$ cat src/rtl/usb_ep_pkg.sv
// Shared definitions for the usb IN-endpoint TX feeder: descriptor field layout,
// descriptor state encodings and the feeder FSM state type.
package usb_ep_pkg;

    localparam int BD_STATE_MSB = 15;
    localparam int BD_STATE_LSB = 13;
    localparam int BD_LEN_W     = 10;

    localparam logic [2:0] BD_TX_VALID = 3'b001;

    typedef enum logic [2:0] {
        ST_IDLE,
        ST_FILL,
        ST_ARM,
        ST_WAIT,
        ST_POLL,
        ST_NEXT
    } feeder_state_t;

    // Descriptor word 0 handing a packet of len bytes to the core.
    function automatic logic [15:0] bd_arm_word(input logic [BD_LEN_W-1:0] len);
        return {BD_TX_VALID, 3'b000, len};
    endfunction

endpackage

$ cat src/rtl/usb_ep_feeder_bus.sv
// Single-request master for the core's 16-bit descriptor bus. A request is
// latched when no cycle is open; cycle fields stay frozen until wb_ack.
module usb_ep_feeder_bus (
    input  logic        clk,
    input  logic        rst_n,
    input  logic        req,
    input  logic        we,
    input  logic [11:0] addr,
    input  logic [15:0] wdata,
    output logic        done,
    output logic [15:0] rdata,
    output logic [11:0] wb_addr,
    output logic [15:0] wb_wdata,
    input  logic [15:0] wb_rdata,
    output logic        wb_we,
    output logic        wb_cyc,
    input  logic        wb_ack
);

    logic        cyc_reg;
    logic        we_reg;
    logic [11:0] addr_reg;
    logic [15:0] wdata_reg;
    logic        launch;

    // A launch is only considered while cyc_reg is low, and cyc_reg clears on the
    // ack edge, so back-to-back requests always see at least one idle cycle.
    assign launch = req && !cyc_reg;
    assign done   = cyc_reg && wb_ack;
    assign rdata  = wb_rdata;

    always_ff @(posedge clk or negedge rst_n) begin
        if (!rst_n) begin
            cyc_reg   <= 1'b0;
            we_reg    <= 1'b0;
            addr_reg  <= '0;
            wdata_reg <= '0;
        end else if (done) begin
            cyc_reg <= 1'b0;
            we_reg  <= 1'b0;
        end else if (launch) begin
            cyc_reg   <= 1'b1;
            we_reg    <= we;
            addr_reg  <= addr;
            wdata_reg <= wdata;
        end
    end

    assign wb_cyc   = cyc_reg;
    assign wb_we    = we_reg;
    assign wb_addr  = addr_reg;
    assign wb_wdata = wdata_reg;

endmodule

$ cat src/rtl/usb_ep_tx_feeder.sv
// Byte-stream front-end for one usb IN endpoint: packs bytes into EP buffer words,
// arms the descriptor and polls it until sent. Optional zero-length packet: USB_EP_TX_FEEDER_ZLP_EN.
module usb_ep_tx_feeder
    import usb_ep_pkg::*;
#(
    parameter int          EPDW     = 32,
    parameter int          EPAW     = 8,
    parameter int          BUF_BASE = 0,
    parameter logic [11:0] BD_ADDR  = 12'h800,
    parameter int          MAX_PKT  = 64,
    parameter int          POLL_DLY = 16
) (
    input  logic            clk,
    input  logic            rst_n,
    input  logic [7:0]      s_data,
    input  logic            s_valid,
    input  logic            s_last,
    output logic            s_ready,
    output logic [EPAW-1:0] ep_tx_addr_0,
    output logic [EPDW-1:0] ep_tx_data_0,
    output logic            ep_tx_we_0,
    output logic [11:0]     wb_addr,
    output logic [15:0]     wb_wdata,
    input  logic [15:0]     wb_rdata,
    output logic            wb_we,
    output logic            wb_cyc,
    input  logic            wb_ack,
    output logic            busy,
    output logic            pkt_sent
);

    localparam int DLYW = (POLL_DLY < 2) ? 1 : $clog2(POLL_DLY);

    feeder_state_t state_reg, state_next;

    logic [9:0]      byte_cnt_reg;
    logic [10:0]     cnt_inc;
    logic            last_reg;
    logic            s_ready_reg;
    logic            busy_reg;
    logic            pkt_sent_reg;
    logic            we_reg;
    logic [EPAW-1:0] addr_reg;
    logic [EPDW-1:0] data_reg;
    logic [DLYW-1:0] dly_cnt_reg;

    logic            accept;
    logic            pkt_end;
    logic            poll_idle;
    logic            bd_valid;
    logic            zlp_due;
    logic            zlp_active;

    logic            bus_req;
    logic            bus_we;
    logic [9:0]      arm_len;
    logic [15:0]     bus_wdata;
    logic            bus_done;
    logic [15:0]     bus_rdata;
    logic            rdata_unused;

    assign accept    = s_valid && s_ready_reg;
    assign cnt_inc   = {1'b0, byte_cnt_reg} + 11'd1;
    assign pkt_end   = s_last || (cnt_inc == 11'(MAX_PKT));
    assign poll_idle = (dly_cnt_reg == DLYW'(POLL_DLY - 1));
    assign bd_valid  = (bus_rdata[BD_STATE_MSB:BD_STATE_LSB] == BD_TX_VALID);
    // Only the descriptor state field matters when polling.
    assign rdata_unused = ^bus_rdata[BD_STATE_LSB-1:0];

`ifdef USB_EP_TX_FEEDER_ZLP_EN
    logic full_reg;
    logic zlp_reg;

    always_ff @(posedge clk or negedge rst_n) begin
        if (!rst_n) begin
            full_reg <= 1'b0;
            zlp_reg  <= 1'b0;
        end else begin
            if (accept && pkt_end) begin
                full_reg <= (cnt_inc == 11'(MAX_PKT));
            end
            if (state_reg == ST_NEXT) begin
                zlp_reg <= zlp_due;
            end
        end
    end

    // A transfer ending on a full packet needs a trailing zero-length packet.
    assign zlp_due    = last_reg && full_reg && !zlp_reg;
    assign zlp_active = zlp_reg;
`else
    assign zlp_due    = 1'b0;
    assign zlp_active = 1'b0;
`endif

    always_ff @(posedge clk or negedge rst_n) begin
        if (!rst_n) begin
            state_reg <= ST_IDLE;
        end else begin
            state_reg <= state_next;
        end
    end

    always_comb begin
        state_next = state_reg;
        case (state_reg)
            ST_IDLE: begin
                if (accept) begin
                    state_next = pkt_end ? ST_ARM : ST_FILL;
                end
            end
            ST_FILL: begin
                if (accept && pkt_end) begin
                    state_next = ST_ARM;
                end
            end
            ST_ARM: begin
                if (bus_done) begin
                    state_next = ST_WAIT;
                end
            end
            ST_WAIT: begin
                if (poll_idle) begin
                    state_next = ST_POLL;
                end
            end
            ST_POLL: begin
                if (bus_done) begin
                    state_next = bd_valid ? ST_WAIT : ST_NEXT;
                end
            end
            ST_NEXT: begin
                if (zlp_due) begin
                    state_next = ST_ARM;
                end else if (last_reg) begin
                    state_next = ST_IDLE;
                end else begin
                    state_next = ST_FILL;
                end
            end
            default: state_next = ST_IDLE;
        endcase
    end

    // Requests are raised on the transition edge so the bus cycle opens in the
    // first cycle of ARM/POLL; while the cycle is open the bus ignores req.
    always_comb begin
        bus_req   = (state_next == ST_ARM) || (state_next == ST_POLL);
        bus_we    = (state_next == ST_ARM);
        arm_len   = (state_reg == ST_NEXT) ? 10'd0 : cnt_inc[9:0];
        bus_wdata = bd_arm_word(arm_len);
    end

    usb_ep_feeder_bus u_bus (
        .clk      (clk),
        .rst_n    (rst_n),
        .req      (bus_req),
        .we       (bus_we),
        .addr     (BD_ADDR),
        .wdata    (bus_wdata),
        .done     (bus_done),
        .rdata    (bus_rdata),
        .wb_addr  (wb_addr),
        .wb_wdata (wb_wdata),
        .wb_rdata (wb_rdata),
        .wb_we    (wb_we),
        .wb_cyc   (wb_cyc),
        .wb_ack   (wb_ack)
    );

    always_ff @(posedge clk or negedge rst_n) begin
        if (!rst_n) begin
            byte_cnt_reg <= '0;
            last_reg     <= 1'b0;
            s_ready_reg  <= 1'b0;
            busy_reg     <= 1'b0;
            pkt_sent_reg <= 1'b0;
            we_reg       <= 1'b0;
            addr_reg     <= '0;
            data_reg     <= '0;
            dly_cnt_reg  <= '0;
        end else begin
            we_reg       <= 1'b0;
            pkt_sent_reg <= 1'b0;
            s_ready_reg  <= (state_next == ST_IDLE) || (state_next == ST_FILL);

            if (accept) begin
                data_reg[{byte_cnt_reg[1:0], 3'b000} +: 8] <= s_data;
                byte_cnt_reg <= cnt_inc[9:0];
                last_reg     <= s_last;
                busy_reg     <= 1'b1;
                if ((byte_cnt_reg[1:0] == 2'd3) || pkt_end) begin
                    we_reg   <= 1'b1;
                    addr_reg <= EPAW'(BUF_BASE) + EPAW'(byte_cnt_reg[9:2]);
                end
            end

            if (state_reg == ST_NEXT) begin
                byte_cnt_reg <= '0;
                if (state_next == ST_IDLE) begin
                    busy_reg <= 1'b0;
                end
            end

            if (state_reg == ST_POLL && bus_done && !bd_valid && !zlp_active) begin
                pkt_sent_reg <= 1'b1;
            end

            if (state_reg == ST_WAIT) begin
                dly_cnt_reg <= dly_cnt_reg + DLYW'(1);
            end else begin
                dly_cnt_reg <= '0;
            end
        end
    end

    assign s_ready      = s_ready_reg;
    assign ep_tx_we_0   = we_reg;
    assign ep_tx_addr_0 = addr_reg;
    assign ep_tx_data_0 = data_reg;
    assign busy         = busy_reg;
    assign pkt_sent     = pkt_sent_reg;

endmodule

$ cat config.mk
export PLATFORM = sky130hd
export DESIGN_NAME = usb_ep_tx_feeder
export DESIGN_NICKNAME = d
export VERILOG_FILES = /design/src/rtl/usb_ep_pkg.sv /design/src/rtl/usb_ep_feeder_bus.sv /design/src/rtl/usb_ep_tx_feeder.sv
export SDC_FILE = /design/constraint.sdc
export NUM_CORES = 1
export LEC_CHECK = 0
export BUFFER_PORTS_ARGS = -buffer_cell sky130_fd_sc_hd__buf_2
export CORE_MARGIN = 1.5
export CORE_UTILIZATION = 40
export DETAILED_ROUTE_END_ITERATION = 7
export GPL_ROUTABILITY_DRIVEN = 0
export MAX_ROUTING_LAYER = met4
export PLACE_DENSITY = 0.76
export SLEW_MARGIN = 20
export SYNTH_ARGS = -nofsm -noshare
export SYNTH_HDL_FRONTEND = slang
export SYNTH_SLANG_ARGS = --single-unit
$ cat constraint.sdc
create_clock -name clk -period 3.7 [get_ports clk]
set_clock_uncertainty 0.15 [all_clocks]
set_input_delay 0.555 -clock clk [delete_from_list [all_inputs] [get_ports clk]]
set_output_delay 0.555 -clock clk [all_outputs]
set_load 0.01 [all_outputs]
==> reports/qor.json, run 1 <==
{
  "seqPwrFrac_pct": 42.6,
  "unique_masters_post_synth": 44,
  "clk-insertion-delay-late_ns": 0.35,
  "final_net_count": 407,
  "power.clock.fraction_pct": 24.5,
  "antennaDiodeCount": 0,
  "max_cap_viol_count": 0,
  "synth-main-ff-cell": "sky130_fd_sc_hd__dfrtp_1",
  "achievable-frequency_ghz": 0.3566,
  "postSynth.asyncResetShare_pct": 100.0,
  "final_layout_size_suffix_gt1_share_pct": 31.91,
  "area_delta_synth_final_pct": 18.81,
  "setup_viol": 0,
  "design_internal_power_mw": 1.911,
  "numCtsBuffers": 9,
  "timing.hold.worst.class": "in2async",
  "max_stage_delay_ns": 0.54,
  "fraction_of_power_spent_switching_nets_pct": 35.25,
  "post-cts-setup-buffer-count": 0,
  "final_antenna_net_count": 0,
  "cts.reportedPaths.clkPinSlew_ns": 0.08,
  "r2r_cells": 7,
  "placement_rows": 33,
  "synth.yosys.warnings": 0,
  "maxSlewViolCount": 0,
  "placeableCoreArea_um2": 8258,
  "non_filler_cell_area_final_um2": 4085,
  "synth.largest_area_cell": "sky130_fd_sc_hd__dfrtp_1",
  "wp_data_arrival_ns": 2.88,
  "timing.final.crit_share_pct": 75.80,
  "max_slew_margin_pct": 37.95,
  "worst_setup_path_start_kind": "register",
  "grt_first_pass_wirelength_um": 12000,
  "grt_start_max_net_pins": 76,
  "sequential_to_total_area_share_from_yosys_stat_pct": 54.59,
  "grt-ovfl-total": 0,
  "critPathMaxFanout": 12,
  "number_of_synthesized_flops_with_an_enable_pin": 0,
  "synth_common_cells": "75 x sky130_fd_sc_hd__dfrtp_1, 32 x sky130_fd_sc_hd__a22o_1, 29 x sky130_fd_sc_hd__nor2_1, 19 x sky130_fd_sc_hd__buf_4, 18 x sky130_fd_sc_hd__nand2_1",
  "final_hold_viol_count": 0,
  "largest_reg_flops": 32,
  "vdd_ir_drop_max_mv": 0.3802,
  "firstDrtPassIters": 4,
  "grt_setup_unrepaired": "no",
  "synth_area_um2": 3438,
  "top_level_i_o_count": 103,
  "critical_path_required_ns": 3.77,
  "fillers": 753,
  "slowest_library_cell_on_the_worst_path": "sky130_fd_sc_hd__dfrtp_1",
  "cts_tree": "yes",
  "fin_worst_hold_slack_ns": 0.2699,
  "p_switching_mw": 1.040,
  "die_height_um": 95.72,
  "clock_sink_count": 75,
  "ctsResizeCount": 0,
  "first_global_vias": 2340,
  "ys_seq_elements": 75,
  "clock_path_buffers": 2,
  "synth.most_common_cell": "sky130_fd_sc_hd__dfrtp_1",
  "post-layout-total-power_mw": 2.951,
  "die_x_um": 95.72,
  "outcome": "finished clean",
  "dp_hpwl_um": 5294,
  "combinationalPowerShare_pct": 32.8,
  "floorplan.initialDensity_pct": 41.64,
  "routed_wl_um": 7403,
  "tns_ns": 0,
  "via_per_inst": 5.191,
  "placement.io_buffers": 73,
  "clock-root-buffer": "sky130_fd_sc_hd__clkbuf_8",
  "overall_via_count_from_detail_route": 2497,
  "syn_avg_cell_area_um2": 11.77,
  "post_synth_main_area_contributors": "sky130_fd_sc_hd__dfrtp_1 55%, sky130_fd_sc_hd__a22o_1 8.2%, sky130_fd_sc_hd__buf_4 4.1%, sky130_fd_sc_hd__mux2_4 3.5%, sky130_fd_sc_hd__nor2_1 3.2%",
  "leakagePower_nw": 2.082,
  "powerDensity_nw_per_um2": 722.5,
  "die_area_um2": 9161,
  "number_of_drc_violations_after_detailed_routing_iteration_0": 88,
  "htree_num_levels": 3,
  "drc": 0,
  "timing.critical_path.to_type": "register",
  "number_of_antenna_violations_at_the_first_check_in_global_routing": 0,
  "synth.top_cell.area_share_pct": 54.59,
  "track_usage_pct": 17.85,
  "dpl_cell_area_um2": 3856,
  "cp_cell_sequence": "ha_1 -> nand2_1 -> or4b_1 -> a211oi_2 -> o31ai_2 -> buf_4 -> mux2_4",
  "route.detailed.wl_per_inst_um": 15.39,
  "hold_buffers": 0,
  "post_layout_minimum_cycle_time_ns": 2.805,
  "worst_slew_pin_slew_ns": 0.9308,
  "count_of_mapped_cells_out_of_synthesis": 292,
  "criticalPathCategory": "reg2reg"
}
-- power groups by stage --
stage	Clock, mW	Combinational, mW	Sequential (mW)
floorplan	0	0.623	1.29
global placement	0	0.938	1.26
detailed placement	0	0.976	1.27
CTS	0.735	0.980	1.26
global route	0.768	1.08	1.29
finish	0.724	0.969	1.26
-- per-layer routing --
layer / GRT usage, % / routed length (um) / vias to the layer above
met4: 5.637 / 59 / 0
li1: - / - / 1161
met2: 26.70 / 3499 / 69
met1: 24.04 / 3503 / 1262
met5: - / 0 / -
met3: 4.186 / 341 / 5
-- through the flow --
step / cells / util (%) / setup slack [ns]
detailed placement: 465 / 46.70 / 0.9192
CTS: 481 / 49.47 / 0.9013
finish: 481 / 49.47 / 0.8954
global route: 481 / 49.47 / 0.6796
global placement: 465 / 46.70 / 0.9973
floorplan: 307 / - / 1.328
-- cell type report --
type	instances	area [um2]	share of cell area (%)
Clock inverter	7	105.1	2.573
Clock buffer	9	123.9	3.032
Multi-Input combinational cell	197	1400	34.27
Timing Repair Buffer	80	417.9	10.23
Tap cell	105	131.4	3.216
Sequential cell	75	1877	45.94
Inverter	8	30.03	0.7351
-- path summary, 6_finish.rpt --
| kind | startpoint | end | slack, ns |
|---|---|---|---|
| max in group asynchronous | rst_n | u_bus.wb_wdata[5]$_DFFE_PN0P_ | 2.52 |
| min reg2reg | dly_cnt_reg[0]$_DFF_PN0_ | dly_cnt_reg[0]$_DFF_PN0_ | 0.31 |
| max reg2reg | byte_cnt_reg[0]$_DFFE_PN0P_ | u_bus.wb_wdata[5]$_DFFE_PN0P_ | 0.90 |
| max | byte_cnt_reg[0]$_DFFE_PN0P_ | u_bus.wb_wdata[5]$_DFFE_PN0P_ | 0.90 |
| min in group clk | wb_ack | u_bus.wb_cyc$_DFFE_PN0P_ | 0.28 |
| min | rst_n | pkt_sent$_DFF_PN0_ | 0.27 |
-- layout by cell type (no fill, tap or decap), drive strengths merged, types with 4 or more instances in the layout --
| master | count |
|---|---|
| nor3 | 6 |
| dfrtp | 75 |
| nor2 | 29 |
| xnor2 | 11 |
| xor2 | 7 |
| a21oi | 6 |
| mux2 | 17 |
| o21ai | 8 |
| inv | 12 |
| nand2 | 18 |
| nor4b | 4 |
| buf | 80 |
| nand3 | 7 |
| a22o | 32 |
| clkbuf | 9 |
| conb | 16 |
| ha | 7 |
| nor4 | 4 |
-- worst max-delay path, delay by kind of cell, from the launching register on --
kind | cells | cell delay, ns
muxes | 1 | 0.31
adders and majority gates | 1 | 0.32
buffers and inverters | 1 | 0.23
and+or+nand+nor | 2 | 0.71
AOI/OAI and AO/OA | 2 | 0.43
DFF | 1 | 0.54
-- logic make-up (layout without fill, tap and decap cells) --
kind of cell,count (synthesis),after routing,synth area share (%)
AND/OR/NAND/NOR,83,83,12.37
flip-flops,75,75,54.59
AO/OA/AOI/OAI,56,56,13.03
buffers and inverters,35,104,6.332
XOR/XNOR,18,18,4.585
multiplexers,17,17,6.441
adder cells (fa/ha/maj),7,7,2.547
other,1,16,0.1091
No activity file was read; power rests on OpenSTA's default activity.
==> run 2: changes to the inputs <==
==> constraint.sdc (replaced) <==
create_clock -name clk -period 2.9 [get_ports clk]
set_clock_uncertainty 0.15 [all_clocks]
set_input_delay 0.435 -clock clk [delete_from_list [all_inputs] [get_ports clk]]
set_output_delay 0.435 -clock clk [all_outputs]
set_load 0.01 [all_outputs]
==> run 2 against run 1 <==
Effect of this change: worst setup slack got worse by 0.62 ns; utilization rose by 0.41 points; total power rose by 25%; critical path type unchanged; critical endpoint is now u_bus.wb_wdata[2]$_DFFE_PN0P_.
==> reports/qor.json, run 2 (synthesis results as in run 1) <==
{
  "antennaDiodeCount": 0,
  "final_net_count": 412,
  "final_antenna_net_count": 0,
  "number_of_drc_violations_after_detailed_routing_iteration_0": 122,
  "pre_cts_slack_ns": 0.2986,
  "floorplan.initialDensity_pct": 41.64,
  "firstDrtPassIters": 4,
  "max_cap_viol_count": 0,
  "number_of_antenna_violations_at_the_first_check_in_global_routing": 0,
  "setup_viol": 0,
  "timing.final.crit_share_pct": 90.37,
  "top_level_i_o_count": 103,
  "placement_rows": 33,
  "grt_first_pass_wirelength_um": 12160,
  "first_global_vias": 2412,
  "clock_sink_count": 75,
  "area_delta_synth_final_pct": 19.80,
  "post_layout_minimum_cycle_time_ns": 2.621,
  "post_layout_nonfiller_instances": 486,
  "outcome": "finished clean",
  "cts.reportedPaths.clkPinSlew_ns": 0.08,
  "clk-insertion-delay-late_ns": 0.34,
  "ctsResizeCount": 0,
  "placement.io_buffers": 73,
  "critical_path_required_ns": 2.98,
  "overall_via_count_from_detail_route": 2486,
  "routed_wl_um": 7361,
  "track_usage_pct": 17.96,
  "worst_slack_ns": 0.2794,
  "achievable-frequency_ghz": 0.3816,
  "grt_start_max_net_pins": 48,
  "maxSlewViolCount": 0,
  "dp_hpwl_um": 5193,
  "grt_setup_unrepaired": "no",
  "die_x_um": 95.72,
  "criticalPathCategory": "reg2reg",
  "clock_path_buffers": 2,
  "final_hold_viol_count": 0,
  "die_height_um": 95.72,
  "final_layout_size_suffix_gt1_share_pct": 32.55,
  "dpl.cell_count": 469,
  "worst_slew_pin_slew_ns": 0.8544,
  "fin_worst_hold_slack_ns": 0.1627,
  "route.detailed.wl_per_inst_um": 15.15,
  "powerDensity_nw_per_um2": 893.7,
  "drc": 0,
  "grt-ovfl-total": 0,
  "die_area_um2": 9161,
  "wp_data_arrival_ns": 2.70,
  "timing.critical_path.to_type": "register",
  "max_slew_margin_pct": 42.66,
  "critPathMaxFanout": 12,
  "htree_num_levels": 3,
  "via_per_inst": 5.115,
  "tns_ns": 0,
  "largest_reg_flops": 32,
  "numCtsBuffers": 9,
  "commonest_cells_after_routing_fill_and_taps_aside": "75 x sky130_fd_sc_hd__dfrtp_1, 73 x sky130_fd_sc_hd__buf_2, 32 x sky130_fd_sc_hd__a22o_1",
  "worst_setup_path_start_kind": "register",
  "timing.hold.worst.class": "in2reg",
  "clock-root-buffer": "sky130_fd_sc_hd__clkbuf_8",
  "placeableCoreArea_um2": 8258,
  "layout_commonest_cell": "sky130_fd_sc_hd__dfrtp_1",
  "final_core_utilization_pct": 49.88,
  "vdd_ir_drop_max_mv": 0.4456,
  "leakagePower_nw": 2.102,
  "cts_tree": "yes"
}
## run 2: changes by cell type in the layout (fill, tap and decap cells not counted)
cell                            before  now
sky130_fd_sc_hd__clkinv_4            0    2
sky130_fd_sc_hd__buf_12              0    1
sky130_fd_sc_hd__inv_8               1    0
sky130_fd_sc_hd__dlygate4sd3_1       0    1
sky130_fd_sc_hd__buf_4               7   10
sky130_fd_sc_hd__inv_6               3    2
sky130_fd_sc_hd__bufinv_16           2    1
sky130_fd_sc_hd__clkbuf_8            9   10
## run 2: cell type report
cell class                 instances  area [um2]
fill                             765        4139
sequential                        75        1877
multi-input combinational        197        1400
timing repair buffer              85       470.5
clock buffer                      10       137.6
tap                              105       131.4
clock inverter                     6       72.57
inverter                           8       30.03
## run 2: final timing paths
| check | startpoint | endpoint | slack, ns | depth (start not counted) |
|---|---|---|---|---|
| worst max-delay path | byte_cnt_reg[1]$_DFFE_PN0P_ | u_bus.wb_wdata[2]$_DFFE_PN0P_ | 0.28 | 7 |
| worst min-delay path | wb_ack | u_bus.wb_cyc$_DFFE_PN0P_ | 0.16 | 2 |
| worst max register to register | byte_cnt_reg[1]$_DFFE_PN0P_ | u_bus.wb_wdata[2]$_DFFE_PN0P_ | 0.28 | 7 |
| worst min register to register | dly_cnt_reg[0]$_DFF_PN0_ | dly_cnt_reg[0]$_DFF_PN0_ | 0.31 | 1 |
| max in group asynchronous | rst_n | u_bus.wb_addr[11]$_DFFE_PN0P_ | 1.41 | 3 |
| min in group asynchronous | rst_n | ep_tx_data_0[13]$_DFFE_PN0P_ | 0.51 | 2 |
## run 2: repair_timing
item	in CTS	in global routing
hold buffers	1	0
buffers inserted	0	0
hold endpoints to repair	21	0
## run 2: per-stage QoR
stage	area, um2	total power, mW
floorplan	3495	2.437
global placement	3899	2.820
detailed placement	3899	2.867
CTS	4119	3.717
global route	4119	3.926
finish	4119	3.681
## run 2: metal layers
layer	up-vias	track usage [%]	part of all wire [%]
met5	-	-	0
met4	0	5.025	1.1
met3	8	4.739	5.5
met2	86	28.05	48
met1	1226	23.11	46
li1	1166	-	-
## run 2: worst max-delay path: stages, from the launching register on
cell	delay, ns
sky130_fd_sc_hd__dfrtp_1	0.44
sky130_fd_sc_hd__ha_1	0.29
sky130_fd_sc_hd__nand2_1	0.19
sky130_fd_sc_hd__or4b_1	0.52
sky130_fd_sc_hd__a211oi_2	0.29
sky130_fd_sc_hd__o31ai_2	0.10
sky130_fd_sc_hd__buf_4	0.22
sky130_fd_sc_hd__mux2_4	0.31
## run 2: where the power goes
| group | leakage [nW] | switching, mW | internal, mW | total [mW] |
|---|---|---|---|---|
| clock network | 0.103 | 0.407 | 0.430 | 0.837 |
| registers | 0.991 | 0.239 | 1.35 | 1.59 |
| logic | 1.01 | 0.654 | 0.605 | 1.26 |
==> run 3: changes to the inputs <==
--- a/config.mk
+++ b/config.mk
@@ -10,8 +10,10 @@
 export CORE_UTILIZATION = 40
 export DETAILED_ROUTE_END_ITERATION = 7
 export GPL_ROUTABILITY_DRIVEN = 0
+export HOLD_SLACK_MARGIN = 0.08
 export MAX_ROUTING_LAYER = met4
 export PLACE_DENSITY = 0.76
+export RECOVER_POWER = 100
 export SLEW_MARGIN = 20
 export SYNTH_ARGS = -nofsm -noshare
 export SYNTH_HDL_FRONTEND = slang
==> run 3 against run 2 <==
Effect of this change: the flow now finishes with violations (capacitance limit, slew limit); sequential power hardly changed; sequential cell count stayed put; utilization is 1.7 points lower; global-route usage stayed put; first-iteration DRC count is 4.1% lower; via count is 0.20% higher; maximum frequency is 0.21% lower; non-clock buffer count stayed put; combinational power is 10% lower; worst setup slack worse by 0.0055 ns; die area stayed put; largest power group unchanged.
==> reports/qor.json, run 3 (synthesis results as in run 1) <==
{
  "top_level_i_o_count": 103,
  "grt_util_met3_pct": 4.739,
  "grt_first_pass_wirelength_um": 12160,
  "area_delta_synth_final_pct": 15.65,
  "route.detailed.wl_per_inst_um": 15.25,
  "powerDensity_nw_per_um2": 892.9,
  "fraction_of_power_spent_switching_nets_pct": 36.21,
  "worst_slew_pin_slew_ns": 1.644,
  "antennaDiodeCount": 0,
  "grt_most_used_layer": "met2",
  "timing.final.crit_share_pct": 90.56,
  "max_slew_margin_pct": -9.629,
  "first_global_vias": 2412,
  "max_cap_viol_count": 1,
  "worst_setup_path_start_kind": "register",
  "timing.rr.start": "byte_cnt_reg[1]$_DFFE_PN0P_",
  "cts_tree": "yes",
  "floorplan.initialDensity_pct": 41.64,
  "met1_usage_pct": 23.11,
  "final_hold_viol_count": 0,
  "grt-ovfl-total": 0,
  "die_x_um": 95.72,
  "grt_start_max_net_pins": 48,
  "seqPwrFrac_pct": 44.8,
  "post_layout_minimum_cycle_time_ns": 2.626,
  "largest_reg_flops": 32,
  "violated_checks": "capacitance limit, slew limit",
  "grt_setup_unrepaired": "no",
  "die_height_um": 95.72,
  "layout_commonest_cell": "sky130_fd_sc_hd__dfrtp_1",
  "placement_rows": 33,
  "number_of_drc_violations_after_detailed_routing_iteration_0": 117,
  "dp_hpwl_um": 5193,
  "leakagePower_nw": 1.821,
  "p_switching_mw": 1.286,
  "clock_sink_count": 75,
  "via_per_inst": 5.126,
  "die_area_um2": 9161,
  "vdd_ir_drop_max_mv": 0.4212,
  "final_net_count": 412,
  "timing.hold.worst.class": "in2reg",
  "holdCritStartpoint": "wb_ack",
  "placeableCoreArea_um2": 8258,
  "slowest_library_cell_on_the_worst_path": "sky130_fd_sc_hd__or4b_1",
  "cp_cell_sequence": "ha_1 -> nand2_1 -> or4b_1 -> a211oi_2 -> o31ai_2 -> buf_4 -> mux2_1",
  "clock_path_buffers": 2,
  "wp_data_arrival_ns": 2.70,
  "timing.critical_path.to_type": "register",
  "clock-root-buffer": "sky130_fd_sc_hd__clkbuf_8",
  "crit_path_start": "byte_cnt_reg[1]$_DFFE_PN0P_",
  "achievable-frequency_ghz": 0.3808,
  "setup_viol": 0,
  "commonest_cells_after_routing_fill_and_taps_aside": "75 x sky130_fd_sc_hd__dfrtp_1, 66 x sky130_fd_sc_hd__clkbuf_1, 32 x sky130_fd_sc_hd__a22o_1",
  "power.clock.fraction_pct": 23.5,
  "clk-insertion-delay-late_ns": 0.34,
  "drc": 0,
  "track_usage_pct": 17.96,
  "cts.reportedPaths.clkPinSlew_ns": 0.08,
  "use_met2_pct": 28.05,
  "final_core_utilization_pct": 48.15,
  "critical_path_required_ns": 2.98,
  "htree_num_levels": 3,
  "final_antenna_net_count": 0,
  "design_internal_power_mw": 2.265,
  "placement.io_buffers": 73,
  "tns_ns": 0,
  "routed_wl_um": 7411,
  "regToRegSetupSlack_ns": 0.27,
  "max_stage_delay_ns": 0.52,
  "fillers": 806,
  "firstDrtPassIters": 4,
  "number_of_antenna_violations_at_the_first_check_in_global_routing": 0,
  "final_layout_size_suffix_gt1_share_pct": 12.60,
  "post-cts-setup-buffer-count": 0,
  "criticalPathCategory": "reg2reg",
  "critPathMaxFanout": 12,
  "hold_buffers": 1,
  "maxSlewViolCount": 29,
  "outcome": "complete, but fails checks",
  "combinationalPowerShare_pct": 31.7,
  "overall_via_count_from_detail_route": 2491,
  "ctsResizeCount": 0,
  "numCtsBuffers": 9
}
[run 3: path summary, 6_finish.rpt]
kind,end,cells past startpoint
worst min register to register,dly_cnt_reg[0]$_DFF_PN0_,1
worst max register to register,u_bus.wb_wdata[7]$_DFFE_PN0P_,7
worst max-delay path,u_bus.wb_wdata[7]$_DFFE_PN0P_,7
worst min-delay path,u_bus.wb_cyc$_DFFE_PN0P_,2
min in group asynchronous,ep_tx_data_0[13]$_DFFE_PN0P_,2
max in group asynchronous,u_bus.wb_addr[11]$_DFFE_PN0P_,3
[run 3: per-stage QoR]
stage / hold slack (ns) / setup WS, ns / area [um2] / instances / power, mW
6_report: 0.1610 / 0.2739 / 3976 / 486 / 3.550
5_1_grt: 0.1554 / 0.1162 / 3976 / 486 / 3.799
4_1_cts: 0.1511 / 0.2767 / 4119 / 486 / 3.717
3_5_place_dp: 0.3062 / 0.2986 / 3899 / 469 / 2.867
3_3_place_gp: 0.2956 / 0.3304 / 3899 / 469 / 2.820
2_1_floorplan: -0.01059 / 0.5280 / 3495 / 307 / 2.437
[run 3: critical path: cells and delay by family (launching register included)]
kind,cells,cell delay [ns]
compound gates,2,0.39
mux,1,0.33
buf+inv,1,0.21
simple gates,2,0.71
fa+ha+maj,1,0.29
flops,1,0.44
[run 3: layout make-up]
type / instances / area [um2] / share of cell area [%]
clock inverters: 6 / 72.57 / 1.825
repair buffers: 85 / 370.4 / 9.314
multi-input cells: 197 / 1358 / 34.14
inverters: 8 / 30.03 / 0.7552
clock buffers: 10 / 137.6 / 3.461
flip-flops and latches: 75 / 1877 / 47.20
well taps: 105 / 131.4 / 3.304
[run 3: per-layer routing]
layer	wire length (um)	vias to the layer above
met5	0	-
met4	84	0
met3	393	7
met2	3544	80
met1	3389	1236
li1	-	1168
[run 3: power groups by stage]
stage / Clock [mW] / Combinational, mW / Sequential [mW]
after floorplan: 0 / 0.795 / 1.64
final: 0.835 / 1.13 / 1.59
after global routing: 0.898 / 1.27 / 1.63
after detailed placement: 0 / 1.27 / 1.60
after CTS: 0.855 / 1.28 / 1.58
after global placement: 0 / 1.23 / 1.59
